--- config.mk ---
export PLATFORM = sky130hd
export DESIGN_NAME = nibble_serial_compare_ctrl
export DESIGN_NICKNAME = d
export VERILOG_FILES = /design/src/rtl/cmp_pkg.sv /design/src/rtl/nibble_cmp.sv /design/src/rtl/nibble_serial_compare_ctrl.sv
export SDC_FILE = /design/constraint.sdc
export NUM_CORES = 1
export LEC_CHECK = 0
export ABC_AREA = 0
export CORE_MARGIN = 2
export CORE_UTILIZATION = 45
export CTS_CLUSTER_SIZE = 28
export DETAILED_ROUTE_END_ITERATION = 8
export PLACE_DENSITY = 0.72
export SLEW_MARGIN = 20
export SYNTH_ARGS = -nofsm -noshare
export SYNTH_HDL_FRONTEND = slang
export SYNTH_SLANG_ARGS = --single-unit
--- constraint.sdc ---
create_clock -name clk -period 2.3 [get_ports clk]
set_input_delay 0.46 -clock clk [delete_from_list [all_inputs] [get_ports clk]]
set_output_delay 0.46 -clock clk [all_outputs]
set_load 0.005 [all_outputs]
--- src/rtl/cmp_pkg.sv ---
// Shared types for the serial nibble comparator: slice width, FSM states, result bundle.
package cmp_pkg;

    localparam int unsigned NIBBLE_W = 4;

    typedef enum logic [0:0] {
        IDLE = 1'b0,
        RUN  = 1'b1
    } state_e;

    typedef struct packed {
        logic eq;
        logic gt;
        logic lt;
    } cmp_res;

    localparam cmp_res RES_NONE = '{eq: 1'b0, gt: 1'b0, lt: 1'b0};
    localparam cmp_res RES_EQ   = '{eq: 1'b1, gt: 1'b0, lt: 1'b0};

endpackage

--- src/rtl/nibble_cmp.sv ---
// Combinational 4-bit unsigned magnitude slice; exactly one of eq/gt/lt is set.
module nibble_cmp
    import cmp_pkg::*;
(
    input  logic [NIBBLE_W-1:0] i_a,
    input  logic [NIBBLE_W-1:0] i_b,
    output cmp_res              o_res_c
);

    always_comb begin
        o_res_c = RES_NONE;
        if (i_a > i_b) begin
            o_res_c.gt = 1'b1;
        end else if (i_a < i_b) begin
            o_res_c.lt = 1'b1;
        end else begin
            o_res_c.eq = 1'b1;
        end
    end

endmodule

--- src/rtl/nibble_serial_compare_ctrl.sv ---
// Wide-operand compare sequenced one nibble per cycle, MSB first, through a single slice.
// Define CMP_SIGNED_EN to treat operands as two's complement.
module nibble_serial_compare_ctrl
    import cmp_pkg::*;
#(
    parameter int unsigned NIBBLES = 4
) (
    input  logic                         clk,
    input  logic                         rst,
    input  logic                         start,
    input  logic [NIBBLE_W*NIBBLES-1:0]  a,
    input  logic [NIBBLE_W*NIBBLES-1:0]  b,
    output logic                         busy,
    output logic                         done,
    output logic                         eq,
    output logic                         gt,
    output logic                         lt
);

    localparam int unsigned IDX_W = $clog2(NIBBLES);
    localparam logic [IDX_W-1:0] IDX_TOP = IDX_W'(NIBBLES - 1);

    state_e                            r_state;
    state_e                            w_state_nxt;
    logic [NIBBLES-1:0][NIBBLE_W-1:0]  r_a;
    logic [NIBBLES-1:0][NIBBLE_W-1:0]  r_b;
    logic [NIBBLES-1:0][NIBBLE_W-1:0]  w_a_nxt;
    logic [NIBBLES-1:0][NIBBLE_W-1:0]  w_b_nxt;
    logic [IDX_W-1:0]                  r_idx;
    logic [IDX_W-1:0]                  w_idx_nxt;
    logic                              r_done;
    logic                              w_done_nxt;
    cmp_res                            r_res;
    cmp_res                            w_res_nxt;
    logic [NIBBLE_W-1:0]               w_nib_a;
    logic [NIBBLE_W-1:0]               w_nib_b;
    cmp_res                            w_slice;

    // Nibble select; in signed mode the sign bit is flipped so the top nibble orders as two's complement.
    always_comb begin
        w_nib_a = r_a[r_idx];
        w_nib_b = r_b[r_idx];
`ifdef CMP_SIGNED_EN
        if (r_idx == IDX_TOP) begin
            w_nib_a[NIBBLE_W-1] = ~w_nib_a[NIBBLE_W-1];
            w_nib_b[NIBBLE_W-1] = ~w_nib_b[NIBBLE_W-1];
        end
`endif
    end

    nibble_cmp u_nibble_cmp (
        .i_a     (w_nib_a),
        .i_b     (w_nib_b),
        .o_res_c (w_slice)
    );

    always_ff @(posedge clk or posedge rst) begin
        if (rst) begin
            r_state <= IDLE;
            r_a     <= '0;
            r_b     <= '0;
            r_idx   <= '0;
            r_done  <= 1'b0;
            r_res   <= RES_NONE;
        end else begin
            r_state <= w_state_nxt;
            r_a     <= w_a_nxt;
            r_b     <= w_b_nxt;
            r_idx   <= w_idx_nxt;
            r_done  <= w_done_nxt;
            r_res   <= w_res_nxt;
        end
    end

    // Stop at the first differing nibble, or report equality once nibble 0 matches.
    always_comb begin
        w_state_nxt = r_state;
        w_a_nxt     = r_a;
        w_b_nxt     = r_b;
        w_idx_nxt   = r_idx;
        w_done_nxt  = 1'b0;
        w_res_nxt   = r_res;
        case (r_state)
            IDLE: begin
                if (start) begin
                    w_a_nxt     = a;
                    w_b_nxt     = b;
                    w_idx_nxt   = IDX_TOP;
                    w_res_nxt   = RES_NONE;
                    w_state_nxt = RUN;
                end
            end
            RUN: begin
                if (!w_slice.eq) begin
                    w_res_nxt   = w_slice;
                    w_done_nxt  = 1'b1;
                    w_state_nxt = IDLE;
                end else if (r_idx == '0) begin
                    w_res_nxt   = RES_EQ;
                    w_done_nxt  = 1'b1;
                    w_state_nxt = IDLE;
                end else begin
                    w_idx_nxt = r_idx - IDX_W'(1);
                end
            end
            default: begin
                w_state_nxt = IDLE;
            end
        endcase
    end

    assign busy = (r_state == RUN);
    assign done = r_done;
    assign eq   = r_res.eq;
    assign gt   = r_res.gt;
    assign lt   = r_res.lt;

endmodule

=== Yosys cells after proc, flatten, opt, wreduce, memory -nomap -nowiden ===
Cells that the tools add are included.

* Register bits: 39
* Latch bits: 0
* RAM bits: 0
* Memory bits (read-only): 0
* Input bits: 35
* Output and inout port bits: 5
* Logic and storage cells: 51
* Memories: 0

* $add $sub $neg: 1
* Multiply operators: 0
* Divide/modulo/power cells: 0
* Magnitude comparators: 3
* Eq/ne operators: 4
* Shift operators: 0
* Multiplexer cells: 24
* Bitwise gates (word level): 1
* Reduce and logical (&&, ||, !) cells: 4

{| class="wikitable"
|+ Operators with widths
! kind !! count
|-
| $bmux 4 s2 || 2
|-
| $mux 1 || 11
|-
| $mux 3 || 3
|-
| $mux 4 || 2
|-
| $mux 2 || 3
|-
| $pmux 3 s2 || 1
|-
| $gt 4x4->1 || 1
|-
| $lt 4x4->1 || 1
|-
| $ne 2x2->1 const B || 2
|-
| $pmux 2 s2 || 1
|-
| $reduce_and 2->1 || 2
|-
| $lt 2x3->1 const B || 1
|-
| $ne 3x2->1 const B || 1
|-
| $reduce_and 3->1 || 1
|-
| $logic_not 2->1 || 1
|-
| $ne 2x1->1 const B || 1
|-
| $pmux 1 s2 || 1
|-
| $sub 2x1->2 const B || 1
|-
| $not 1->1 || 1
|}

=== Longest topological paths before layout ===
* Word-level depth: 7
* Mapped depth: 8
* Mapped depth without buffers: 7

=== Cells and area by module ===
From an unflattened synthesis, not the netlist that was laid out.

* Cell total of the unflattened synthesis: 124
* Area total of the unflattened synthesis: 1959.4 um^2

{| class="wikitable"
|+ By module, submodules not included
! module !! instances !! cells an instance !! area an instance (um^2) !! seq. area each (um^2)
|-
| nibble_serial_compare_ctrl || 1 || 108 || 1833.0 || 975.9
|-
| nibble_cmp || 1 || 16 || 126.4 || 0.0
|}

=== Worst setup path after synthesis ===
No wires, ideal clock.

* Path type: register -> register
* From: reg r_idx[0]
* To: reg r_idx[0]
* Setup time: 0.125 ns
* Arrival time: 2.162 ns
* Data required time: 2.175 ns
* Setup slack: 0.013 ns
* Cell stages (with the launch flop): 8
* Buffers on the path: 1
* Period minus slack after synthesis: 2.287 ns
* Path through: dfrtp_1 > buf_6 > mux4_2 > ha_1 > and2b_2 > o211ai_4 > a2111o_1 > mux2i_1

* Cells in the longest elaborated chain, start to end: 7
* Elaborated cells between the ends (all ways): 16
* Classes of those cells: 1 x add/sub; 2 x order compare; 2 x eq/ne; 9 x mux; 2 x reduce/logical

{| class="wikitable"
|+ RTL lines
! element !! line !! source
|-
| start: declaration || nibble_serial_compare_ctrl.sv:29 || <nowiki>logic [IDX_W-1:0] r_idx;</nowiki>
|-
| start signal: assignment || nibble_serial_compare_ctrl.sv:69 || <nowiki>r_idx <= w_idx_nxt;</nowiki>
|-
| $bmux 4 s2 (on tied branches) || nibble_serial_compare_ctrl.sv:41, nibble_serial_compare_ctrl.sv:42 ||
|-
| $mux 4 (on tied branches) || nibble_serial_compare_ctrl.sv:41, nibble_serial_compare_ctrl.sv:42 ||
|-
| $lt 4x4->1 || nibble_cmp.sv:14 || <nowiki>end else if (i_a < i_b) begin</nowiki>
|-
| $mux 1 || nibble_cmp.sv:14 ||
|-
| $mux 1 || nibble_cmp.sv:12 || <nowiki>if (i_a > i_b) begin</nowiki>
|-
| $ne 2x1->1 (no source line) || -- ||
|-
| $reduce_and 3->1 (no source line) || -- ||
|}

Parallel ways exist; a longest one is shown, timed or not. The select of a mux whose other input is x is not followed.
A chain may end at the register's enable or synchronous reset.

=== Worst setup path after layout ===
Same ends and word-level chain as after synthesis.

==> results by group <==
Run status
  – Status: finished, final reports clean

Setup path
  – WP data arrival: 2.46 ns
  – Critical Path Sink Type: register
  – CP required: 2.47 ns
  – CP top delay family: multiplexers
  – CP Max Fanout: 4
  – Setup slack, reg-to-reg: 0.007 ns
  – Setup CP Type: reg -> reg
  – Worst setup SP type: register
  – CP cell instances: buf_6 > mux4_2 > ha_4 > and2b_2 > o211ai_4 > a2111o_1 > mux2i_1
  – Crit path buf inv count: 1
  – CP max stage cell: mux4_2
  – CP peak stage delay: 0.53 ns

STA
  – Unrepaired setup endpoints after global routing: true
  – Slew Limit Fails: 0
  – Final worst clock skew: 0.00923 ns
  – Final period utilization: 99.7%
  – Max Clock Freq: 436 MHz
  – Period minus WS final: 2.29 ns
  – Worst-margin pin slew: 0.492 ns
  – Setup TNS: 0 ns
  – Slew HR: 67.2%
  – Endpoints failing hold: 0
  – Setup violators final: 0

Drt
  – Vias: 1,191
  – First-pass DRT Iterations: 4
  – Wire per inst: 15.1 um
  – Final ANT Viol Nets: 0
  – Vias per inst: 5.22
  – Drt drc: 0
  – Starting DRT DRC Count: 39
  – Final wirelength: 3.43 mm

Clock tree
  – Clock Tree Root: clkbuf_8
  – CTS tree: done
  – Total CTS buffers: 5
  – Clk_lat worst skew: 0.29 ns
  – Hold-fix buffers, CTS: 0
  – Clock Pin Slew Worst Setup and Hold Paths: 0.07 ns
  – Clock tree buffer depth: 2
  – Clock Sinks: 39
  – H-tree depth: 2

Cells and area
  – Nets@finish: 219
  – Most common cell after layout, fill and taps aside: clkdlybuf4s50_1
  – Synthesis-to-layout area growth: 34.4%
  – Fillers: 325
  – Most frequent cells in the layout: clkdlybuf4s50_1, dfrtp_1, mux2_2
  – Multi-input gate area: 825 um^2
  – FF+latch area: 977 um^2
  – ANT cells: 0
  – Core Util, Final: 62.5%
  – Finished Layout Cells: 228
  – Fraction of layout cells with a size suffix above 1: 38.2%

Global routing
  – First-pass GRT wire length: 5.51 mm
  – Vias in the first global route: 1,171
  – Pin count of the biggest net entering global routing: 40
  – Initial antenna violation count: 0
  – GR Overflow Total: 0
  – GR Util All Layers: 16.9%

Place
  – I/O Buffers: 39
  – Post-DP HPWL: 2.52 mm
  – GPL Wtd Cong: 0.780
  – Placed Cells: 219

Floorplan
  – I/O pin count: 40
  – Die area: 4630 um^2
  – Starting density of the core: 46.5%
  – Placement Rows: 23
  – Core area: 3970 um^2
  – Die width: 68.0 um
  – Die Y: 68.0 um

Yosys
  – Post-synthesis adder-cell area fraction: 3.39%
  – Synth area leader: dfrtp_1
  – Sequential-to-total area share from yosys stat: 52.9%
  – Yosys cell types: 24
  – Synth area leaders: dfrtp_1, mux2_2, mux4_2
  – Compound-gate portion of the synthesized area: 5.08%
  – Net count after synthesis: 164
  – Post-Synthesis Cells: 124
  – Combinational family with the most area after synthesis: multiplexers
  – Post-synth top area share: 52.9%
  – Synthesized cell area: 1850 um^2
  – Avg Cell Area, Syn: 14.9 um^2
  – Post-Synth Simple-Gate Area: 3.53%
  – Post-synthesis xor/xnor area fraction: 0%
  – Post-synthesis mux area share: 30.4%
  – Yosys reg bits: 39
  – Yosys warning total: 0

Power
  – Peak supply drop: 0.431 mV
  – P_leak: 0.00108 uW
  – Cell Pwr Density: 831 nW/um^2

Job
  – Max_cap viols: 0

Worst hold path
  – Min-Delay Path Class: reg -> reg
-- area by class of cell --
type                    instances  area share [%]
flip-flops and latches         39            39.4
clock buffers                   6            2.92
multi-input cells              70            33.2
inverters                       9            1.36
repair buffers                 54            20.6
well taps                      50            2.52
-- report_power, final --
part           internal (uW)  switching (uW)
Combinational            463             273
Sequential               829            80.7
Clock                    202             214
Total                   1490             568
-- worst register-to-register path, cell delays in order, from the launching register on --
cell and delay (ns):
dfrtp_2 0.40, buf_6 0.10, mux4_2 0.53, ha_4 0.30, and2b_2 0.17, o211ai_4 0.07
a2111o_1 0.47, mux2i_1 0.14
-- flip-flops by register name, indices dropped and copies added, names as in the netlist --
name	cells
r_idx	2
lt	1
busy	1
r_a	16
eq	1
r_b	16
gt	1
done	1
-- path summary, 6_finish.rpt --
check | startpoint | endpoint | cells past startpoint
worst min-delay path | eq | eq | 1
max in group asynchronous | rst | r_idx[0] | 3
worst min register to register | eq | eq | 1
min in group asynchronous | rst | r_b[6] | 3
worst max register to register | r_idx[0] | r_idx[0] | 7
worst max-delay path | r_idx[0] | r_idx[0] | 7
-- routing by layer --
| metal | routed length [um] | track usage [%] |
|---|---|---|
| met5 | 0 | 0 |
| met4 | 47 | 9.00 |
| met3 | 210 | 4.61 |
| met1 | 1480 | 21.2 |
| met2 | 1700 | 26.7 |
-- timing repair --
action / CTS / global route
gates resized for setup: 1 / 7
buffers inserted: 2 / 1
pin swaps: 1 / 2
setup endpoints to repair: 3 / 6
-- metrics by stage --
stage	power [uW]	cell area [um^2]	hold slack, ns	worst slack, ns
6_report	2060	2480	0.493	0.00743
5_1_grt	2190	2480	0.514	-0.0598
4_1_cts	2020	2430	0.500	0.0127
3_5_place_dp	1590	2340	0.483	-0.0495
3_3_place_gp	1560	2340	0.477	0.0180
2_1_floorplan	1330	1850	0.475	0.0132
-- cells in the mapped netlist --
cell type / n
mux2_2: 32
o211ai_4: 1
o22ai_1: 1
a211oi_1: 2
inv_1: 9
nor2_1: 4
a21o_1: 1
buf_6: 1
a2111o_1: 1
o22a_1: 1
nand4_1: 1
ha_1: 5
nand2_1: 2
dfrtp_1: 39
a21oi_1: 3
and2b_2: 1
buf_2: 3
mux2i_1: 2
a221oi_1: 1
mux4_2: 8
and4_1: 1
clkbuf_8: 2
nand2b_1: 2
nor2b_1: 1
-- kinds of logic after synthesis --
family	Yosys count
adder cells (fa/ha/maj)	5
multiplexers	42
AND/OR/NAND/NOR	12
buffers and inverters	15
flip-flops	39
AO/OA/AOI/OAI	11
(Power assumes the default switching activity.)
